**config.mk**
```make
export PLATFORM = sky130hd
export DESIGN_NAME = display_scan_ctrl_flat
export DESIGN_NICKNAME = d
export VERILOG_FILES = /design/src/rtl/display_scan_ctrl_pkg.sv /design/src/rtl/display_scan_ctrl_if.sv /design/src/rtl/display_scan_ctrl_tick_gen.sv /design/src/rtl/display_scan_ctrl.sv /design/src/flat_wrapper.sv
export SDC_FILE = /design/constraint.sdc
export NUM_CORES = 1
export LEC_CHECK = 0
export ABC_CLOCK_PERIOD_IN_PS = 2670
export BUFFER_PORTS_ARGS = -buffer_cell sky130_fd_sc_hd__buf_2
export CORE_MARGIN = 3
export CORE_UTILIZATION = 60
export CTS_BUF_LIST = sky130_fd_sc_hd__clkbuf_8
export DETAILED_ROUTE_END_ITERATION = 8
export PLACE_DENSITY = 0.8
export RECOVER_POWER = 100
export SETUP_SLACK_MARGIN = 0.02
export SLEW_MARGIN = 15
export SYNTH_ARGS = -nofsm -noshare
export SYNTH_HDL_FRONTEND = slang
export SYNTH_SLANG_ARGS = --single-unit
export TNS_END_PERCENT = 5
```
**constraint.sdc**
```tcl
create_clock -name clk -period 2.67 [get_ports clk]
set_clock_uncertainty 0.15 [all_clocks]
set_input_delay 0.1335 -clock clk [delete_from_list [all_inputs] [get_ports clk]]
set_output_delay 0.1335 -clock clk [all_outputs]
set_load 0.03 [all_outputs]
```
**src/rtl/display_scan_ctrl_pkg.sv**
```systemverilog
// Shared slot encodings, BCD limits and digit helpers for the display scan controller.
// The digit struct follows the HH:MM nibble order of the packed input bus.
package display_pkg;

    typedef enum logic [1:0] {
        SLOT_HT = 2'b00,
        SLOT_HU = 2'b01,
        SLOT_MT = 2'b10,
        SLOT_MU = 2'b11
    } slot_t;

    localparam slot_t      COLON_SLOT        = SLOT_HU;
    localparam logic [3:0] BCD_MAX           = 4'd9;
    localparam int         SCAN_DIV_DEFAULT  = 100000;
    localparam int         BLINK_DIV_DEFAULT = 50000000;

    typedef logic [3:0] bcd_t;

    typedef struct packed {
        bcd_t ht;
        bcd_t hu;
        bcd_t mt;
        bcd_t mu;
    } digits_t;

    // The downstream decoder has no default case, so out-of-range nibbles become 0.
    function automatic bcd_t clamp_bcd(input logic [3:0] v);
        return (v > BCD_MAX) ? 4'd0 : v;
    endfunction

    function automatic digits_t clamp_digits(input logic [15:0] d);
        digits_t r;
        r.ht = clamp_bcd(d[15:12]);
        r.hu = clamp_bcd(d[11:8]);
        r.mt = clamp_bcd(d[7:4]);
        r.mu = clamp_bcd(d[3:0]);
        return r;
    endfunction

    function automatic bcd_t select_digit(input digits_t d, input slot_t s);
        bcd_t r;
        case (s)
            SLOT_HT: r = d.ht;
            SLOT_HU: r = d.hu;
            SLOT_MT: r = d.mt;
            default: r = d.mu;
        endcase
        return r;
    endfunction

endpackage

```
**src/rtl/display_scan_ctrl_if.sv**
```systemverilog
// Digit/colon inputs from the clock datapath and the scan outputs to the seven-segment decoder.
// The master side is the scan controller; the slave side is its surrounding datapath.
interface display_scan_ctrl_if;

    logic [15:0] digits;
    logic        colon_en;
    logic        colon_blink;
    logic [1:0]  led;
    logic [3:0]  x;
    logic        dot;
    logic        frame_tick;

    modport master (
        input  digits,
        input  colon_en,
        input  colon_blink,
        output led,
        output x,
        output dot,
        output frame_tick
    );

    modport slave (
        output digits,
        output colon_en,
        output colon_blink,
        input  led,
        input  x,
        input  dot,
        input  frame_tick
    );

endinterface

```
**src/rtl/display_scan_ctrl_tick_gen.sv**
```systemverilog
// Modulo-N free-running counter; tc is high for the single cycle the count sits at N-1.
// Used as both the digit-slot prescaler and the colon blink timer.
module tick_gen #(
    parameter int N = 2
) (
    input  logic clk,
    input  logic rst,
    output logic tc
);

    localparam int         W    = (N > 1) ? $clog2(N) : 1;
    localparam logic [W-1:0] LAST = W'(N - 1);

    logic [W-1:0] count;

    always_ff @(posedge clk) begin
        if (rst) begin
            count <= '0;
        end else if (count == LAST) begin
            count <= '0;
        end else begin
            count <= count + W'(1);
        end
    end

    assign tc = (count == LAST);

endmodule

```
**src/rtl/display_scan_ctrl.sv**
```systemverilog
// Four-digit time-multiplexed scan controller with per-frame digit snapshot and colon blink.
// led, x and dot are all registered from the same next-state values, so they move together.
module display_scan_ctrl
    import display_pkg::*;
#(
    parameter int SCAN_DIV  = SCAN_DIV_DEFAULT,
    parameter int BLINK_DIV = BLINK_DIV_DEFAULT
) (
    input  logic                clk,
    input  logic                rst,
    display_scan_ctrl_if.master bus
);

    logic    slot_tc;
    logic    blink_tc;
    slot_t   led_q;
    slot_t   led_next;
    digits_t shadow;
    digits_t shadow_next;
    logic    phase;
    logic    phase_next;
    logic    snap;
    bcd_t    x_q;
    logic    dot_q;
    logic    frame_tick_q;

    tick_gen #(.N(SCAN_DIV)) u_slot_tick (
        .clk (clk),
        .rst (rst),
        .tc  (slot_tc)
    );

    tick_gen #(.N(BLINK_DIV)) u_blink_tick (
        .clk (clk),
        .rst (rst),
        .tc  (blink_tc)
    );

    // Snapshot happens on the last slot's tc, so the new frame starts with fresh digits.
    always_comb begin
        led_next    = led_q;
        shadow_next = shadow;
        snap        = slot_tc && (led_q == SLOT_MU);
        phase_next  = phase ^ blink_tc;
        if (slot_tc) begin
            led_next = slot_t'(led_q + 2'd1);
        end
        if (snap) begin
            shadow_next = clamp_digits(bus.digits);
        end
    end

    always_ff @(posedge clk) begin
        if (rst) begin
            led_q        <= SLOT_HT;
            shadow       <= '0;
            phase        <= 1'b0;
            x_q          <= '0;
            dot_q        <= 1'b0;
            frame_tick_q <= 1'b0;
        end else begin
            led_q        <= led_next;
            shadow       <= shadow_next;
            phase        <= phase_next;
            x_q          <= select_digit(shadow_next, led_next);
            dot_q        <= (led_next == COLON_SLOT) && bus.colon_en
                            && (!bus.colon_blink || phase_next);
            frame_tick_q <= snap;
        end
    end

    assign bus.led        = led_q;
    assign bus.x          = x_q;
    assign bus.dot        = dot_q;
    assign bus.frame_tick = frame_tick_q;

endmodule

```
**src/flat_wrapper.sv**
```systemverilog
// flat-port wrapper written by rule: the top's interface ports become plain ports
module display_scan_ctrl_flat import display_pkg::*;
#(
    parameter int SCAN_DIV  = SCAN_DIV_DEFAULT,
    parameter int BLINK_DIV = BLINK_DIV_DEFAULT
)
  (clk, rst, bus_digits, bus_colon_en, bus_colon_blink, bus_led, bus_x, bus_dot, bus_frame_tick);
  display_scan_ctrl_if bus_i ();
  input  logic clk;
  input  logic rst;
  input wire logic [$bits(bus_i.digits)-1:0] bus_digits;
  input wire logic [$bits(bus_i.colon_en)-1:0] bus_colon_en;
  input wire logic [$bits(bus_i.colon_blink)-1:0] bus_colon_blink;
  output wire logic [$bits(bus_i.led)-1:0] bus_led;
  output wire logic [$bits(bus_i.x)-1:0] bus_x;
  output wire logic [$bits(bus_i.dot)-1:0] bus_dot;
  output wire logic [$bits(bus_i.frame_tick)-1:0] bus_frame_tick;
  assign bus_i.digits = bus_digits;
  assign bus_i.colon_en = bus_colon_en;
  assign bus_i.colon_blink = bus_colon_blink;
  assign bus_led = bus_i.led;
  assign bus_x = bus_i.x;
  assign bus_dot = bus_i.dot;
  assign bus_frame_tick = bus_i.frame_tick;
  display_scan_ctrl #(.SCAN_DIV(SCAN_DIV), .BLINK_DIV(BLINK_DIV)) u_core (.clk(clk), .rst(rst), .bus(bus_i));
endmodule
```
# Word level (Yosys, flattened, before mapping)

Cells that the tools add are included.

Input bits: 20
Memory bits (read-only): 0
RAM bits: 0
Bits in latches: 0
Output and inout port bits: 8
Register bits after elaboration: 68
Memories: 0

Multiply operators: 0
Reduce and logical (&&, ||, !) cells: 8
Add/sub/neg operators: 3
Magnitude comparators: 4
Muxes and demuxes: 7
Shift operators: 0
Bitwise logic cells: 1
Eq/ne operators: 5
Div/mod/pow operators: 0

Operator list:

| operator                                             | count |
|---|---|
| adder 26 x 1 -> 26 bit, second input constant        | 1 |
| equality test 26 bit, second input constant          | 1 |
| adder 17 x 1 -> 17 bit, second input constant        | 1 |
| equality test 17 bit, second input constant          | 1 |
| greater-than comparator 4 bit, second input constant | 4 |
| 2-to-1 mux 16 bit                                    | 1 |
| 2-to-1 mux 4 bit                                     | 4 |
| case mux 4 bit (3 select lines)                      | 1 |
| equality test 2 bit, second input constant           | 2 |
| OR reduction 2 bit                                   | 2 |
| logical AND 1 bit                                    | 3 |
| adder 2 x 1 -> 2 bit, second input constant          | 1 |
| equality test 2 x 1 -> 1 bit, second input constant  | 1 |
| logical NOT 2 bit                                    | 1 |
| 2-to-1 mux 2 bit                                     | 1 |
| logical NOT 1 bit                                    | 1 |
| logical OR 1 bit                                     | 1 |
| bitwise XOR 1 bit                                    | 1 |

# Depth between registers and ports, before layout

Depth in word-level cells: 5
Gate-level depth with buffers: 8
Gate-level depth less buffers: 6

# Modules after synthesis

Synthesis repeated with hierarchy kept, for this count alone.

Cell total of the unflattened synthesis: 353
Area total of the unflattened synthesis: 3186.8 µm²

Modules (own cells, without submodules):

| module                         | times used | seq. area each (µm²) | area each (µm²) | cells each |
|---|---|---|---|---|
| tick_gen (u_core.u_blink_tick) | 1          | 520.5                | 1257.5          | 147 |
| display_scan_ctrl              | 1          | 500.5                | 1132.3          | 118 |
| tick_gen (u_core.u_slot_tick)  | 1          | 340.3                | 797.0           | 88 |

# Least setup slack after synthesis

OpenSTA, ideal clock, no wires.

Kind: reg2reg
Start point: register u_core.u_slot_tick.count[6]
End point: register u_core.x_q[1] (netlist: u_core.bus.x[1])
Path buffers: 2
Clock period less this slack: 2.344 ns
Slack: 0.326 ns
Data arrival time: 2.130 ns
Cell stages (with the launch flop): 8
Cell sequence: dfxtp_1 -> or4b_4 -> or4_4 -> buf_6 -> buf_8 -> o32ai_4 -> o21ai_0 -> nand4_1

Longest elaborated chain between the ends: 4
Elaborated cells on any way between the ends: 8

RTL lines:

| item                                                         | line                                             | text |
|---|---|---|
| start, declared                                              | display_scan_ctrl_tick_gen.sv:14                 | `logic [W-1:0] count;` |
| start signal, assigned                                       | display_scan_ctrl_tick_gen.sv:22                 | `count <= count + W'(1);` |
| equality test 17 bit *                                       | display_scan_ctrl_tick_gen.sv:26                 | `assign tc = (count == LAST);` |
| 2-to-1 mux 2 bit / logical AND 1 bit (equally long branches) | display_scan_ctrl.sv:45, display_scan_ctrl.sv:43 |  |
| equality test 2 bit, or another cell as far along            | display_scan_ctrl_pkg.sv:42                      | `case (s)` |
| case mux 4 bit (3 select lines) *                            | display_scan_ctrl_pkg.sv:42                      |  |
| end signal, assigned                                         | display_scan_ctrl.sv:65                          | `x_q <= select_digit(shadow_next, led_next);` |
| end, declared                                                | display_scan_ctrl.sv:23                          | `bcd_t x_q;` |

Every way passes the cells marked *; elsewhere a longest branch is shown, timed or not.
A chain may end at the register's enable or synchronous reset.

# Final worst setup path

Start point: register u_core.u_slot_tick.count[6]
End point: register u_core.x_q[0] (netlist: u_core.bus.x[0])

Same word-level chain as after synthesis.

==> load_flow_metrics.sql <==
INSERT INTO impl_metrics (metric_group, metric, value, unit) VALUES
('power_and_ir_drop', 'p_leak', '1.27', 'nW'),
('setup_path', 'critPathRequiredTime', '2740', 'ps'),
('job', 'max_cap_violations', '0', ''),
('clock_tree', 'tritoncts', 'yes', ''),
('logic_synthesis', 'number_of_register_bits_inferred_by_synthesis', '68', ''),
('logic_synthesis', 'synth_top_cells_by_area', 'sky130_fd_sc_hd__dfxtp_1, sky130_fd_sc_hd__xnor2_1, sky130_fd_sc_hd__nor2_1', ''),
('sta', 'final_period_minus_worst_setup_slack', '2520', 'ps'),
('global_routing', 'number_of_global_route_vias_before_repair', '2590', ''),
('setup_path', 'critPathArrivalTime', '2590', 'ps'),
('floorplanning', 'placementRows', '26', ''),
('logic_synthesis', 'synth_top_area_frac', '0.421', ''),
('global_routing', 'grt_pass1_wl', '11.7', 'mm'),
('clock_tree', 'cts_htree_levels', '3', ''),
('floorplanning', 'effective_utilization_at_floorplan', '0.625', ''),
('worst_hold_path', 'whs_endpoint', 'u_core.shadow[1]$_SDFF_PP0_', ''),
('clock_tree', 'cts.path.max_buffers', '2', ''),
('logic_synthesis', 'edff_count_synth', '0', ''),
('global_routing', 'grt-ovfl-total', '0', ''),
('logic_synthesis', 'synthArstFlopShare', '0', ''),
('cells_and_area', 'final_core_util', '0.714', ''),
('floorplanning', 'core_region_area', '0.00517', 'sq mm'),
('logic_synthesis', 'syn_area_cell', '8.88', 'sq um'),
('sta', 'setup-violations-final', '0', ''),
('drt', 'routed_wl', '6.83', 'mm'),
('logic_synthesis', 'yosysMostFrequentCell', 'sky130_fd_sc_hd__dfxtp_1', ''),
('logic_synthesis', 'yosys_warnings', '0', ''),
('sta', 'max_slew_margin', '0.629', ''),
('floorplanning', 'floorplan.die_area', '0.00631', 'sq mm'),
('drt', 'routed_via_density', '5.72', ''),
('drt', 'post-route-drc-count', '0', ''),
('logic_synthesis', 'netlist-cell-type-count', '42', ''),
('placed_design', 'post-dp-hpwl', '4.67', 'mm'),
('logic_synthesis', 'post-synth-top-area-cell', 'sky130_fd_sc_hd__dfxtp_1', ''),
('cells_and_area', 'finalNonFillerCells', '473', ''),
('power_and_ir_drop', 'power-per-cell-area', '556', 'mW/mm^2'),
('setup_path', 'worstPathCellList', 'or4b_4 -> or4_4 -> mux2_2 -> o211ai_1 -> nand4_1', ''),
('placed_design', 'gp_congestion', '0.839', ''),
('logic_synthesis', 'ys_seq_area_frac', '0.421', ''),
('logic_synthesis', 'synthesis.instances', '364', ''),
('logic_synthesis', 'syn_area', '0.00323', 'sq mm'),
('clock_tree', 'number_of_sinks_handled_by_clock_tree_synthesis', '68', ''),
('logic_synthesis', 'ys.flop_type', 'sky130_fd_sc_hd__dfxtp_1', ''),
('setup_path', 'worst_path_max_delay_cell', 'sky130_fd_sc_hd__or4_4', ''),
('drt', 'num_vias', '2707', ''),
('global_routing', 'grt_start_max_net_pins', '25', ''),
('setup_path', 'worstSetupPathType', 'reg -> reg', ''),
('sta', 'timing_max_transition_violations_final', '0', ''),
('sta', 'layout_worst_path_cycle_share', '0.942', ''),
('clock_tree', 'cts_root_buffer', 'sky130_fd_sc_hd__clkbuf_8', ''),
('setup_path', 'r2r-end', 'u_core.bus.x[0]$_SDFF_PP0_', ''),
('drt', '1st_iter_drt_viols', '226', ''),
('setup_path', 'worst_r2r_startpoint', 'u_core.u_slot_tick.count[6]$_SDFF_PP0_', ''),
('cells_and_area', 'nets', '422', ''),
('cells_and_area', 'fraction_of_final_layout_cells_with_drive_strength_greater_than_1', '0.149', ''),
('run_status', 'outcome', 'complete, no violations', ''),
('setup_path', 'critical_path.max_stage_delay', '710', 'ps'),
('floorplanning', 'boundaryPins', '28', ''),
('clock_tree', 'cts_setup_buffers', '0', ''),
('drt', 'drt_pass_1_iters', '5', ''),
('cells_and_area', 'synthToLayoutAreaGrowth', '14.2', '%'),
('clock_tree', 'insertion_delay', '340', 'ps'),
('global_routing', 'grt_util_all_layers', '0.234', ''),
('clock_tree', 'cts_made_buffers', '9', ''),
('drt', 'route.antenna.remaining_nets', '0', ''),
('drt', 'detail_route.wl_per_cell', '14.4', 'um'),
('setup_path', 'cp_max_fo', '22', ''),
('cells_and_area', 'layout_cell_area_excl_fill', '0.00369', 'sq mm'),
('placed_design', 'dp.cells', '455', ''),
('setup_path', 'ff2ff_path_depth', '5', ''),
('sta', 'worst-slew-pin-transition', '552', 'ps'),
('setup_path', 'start_kind', 'flip-flop', '');
[where the power goes]
part	leakage (nW)	internal, mW	switching (mW)
registers	0.549	1.02	0.00828
logic	0.608	0.0292	0.0400
clock network	0.111	0.570	0.383
total	1.27	1.62	0.431
[flip-flops by register name, indices dropped and copies added (netlist names)]
name	flops
u_core.u_slot_tick.count	17
u_core.bus.led	2
u_core.bus.x	4
u_core.shadow	16
u_core.bus.dot	1
u_core.u_blink_tick.count	26
u_core.phase	1
u_core.bus.frame_tick	1
[cell families after synthesis]
| logic type | count (synthesis) | synth area share |
|---|---|---|
| simple gates | 164 | 0.277 |
| flops | 68 | 0.421 |
| compound gates | 66 | 0.146 |
| xor+xnor | 36 | 0.0975 |
| buf+inv | 24 | 0.0352 |
| mux | 3 | 0.0112 |
| fa+ha+maj | 3 | 0.0116 |
[cell usage in the layout, fill, tap and decap left out, drive strengths merged, types with 14 or more instances in the layout]
cell type / count
o21a: 16
nand3: 15
nand4: 14
a21boi: 16
dfxtp: 68
nor3: 17
xor2: 14
buf: 27
nand2: 25
clkbuf: 21
xnor2: 22
nor2: 51
[worst max-delay path by stage]
stage                                           startpoint                    endpoint  slack, ps  cells past startpoint
finish              u_core.u_slot_tick.count[6]$_SDFF_PP0_  u_core.bus.x[0]$_SDFF_PP0_        150                      5
global placement    u_core.u_slot_tick.count[6]$_SDFF_PP0_  u_core.bus.x[1]$_SDFF_PP0_        210                      5
CTS                 u_core.u_slot_tick.count[6]$_SDFF_PP0_  u_core.bus.x[1]$_SDFF_PP0_         90                      5
floorplan           u_core.u_slot_tick.count[6]$_SDFF_PP0_  u_core.bus.x[1]$_SDFF_PP0_        330                      7
detailed placement  u_core.u_slot_tick.count[6]$_SDFF_PP0_  u_core.bus.x[1]$_SDFF_PP0_        100                      5
global route        u_core.u_slot_tick.count[6]$_SDFF_PP0_  u_core.bus.x[1]$_SDFF_PP0_         60                      5
[cell type report]
class                      instances  area (sq um)
clock buffer                      11           151
clock inverter                     4          72.6
fill                             408          1480
inverter                           8          30.0
multi-input combinational        272          1760
sequential                        68          1360
tap                               70          87.6
timing repair buffer              40           224
[through the flow]
step / worst slack (ps) / power, mW
global placement: 210 / 1.12
detailed placement: 104 / 1.12
CTS: 88.6 / 2.06
finish: 155 / 2.05
floorplan: 326 / 1.09
global route: 60.5 / 2.11
[routing by layer]
layer	share of wire	vias to the layer above	global-route usage	routed length (um)
met5	0	-	0	0
met4	0.019	0	0.119	131
met3	0.037	15	0.0463	251
met2	0.49	53	0.380	3360
met1	0.45	1275	0.294	3090
li1	-	1364	-	-
[what timing repair did]
action,4_1_cts,5_1_grt
hold buffers,3,0
endpoints found under the hold margin,7,0
gates resized for setup,0,1
setup endpoints to repair,0,1
[critical path: cells and delay by family, from the launching register on]
family | cells | cell delay (ps)
AND/OR/NAND/NOR | 3 | 1390
multiplexers | 1 | 380
AO/OA/AOI/OAI | 1 | 100
flip-flops | 1 | 370
No activity file was read; power rests on OpenSTA's default activity.
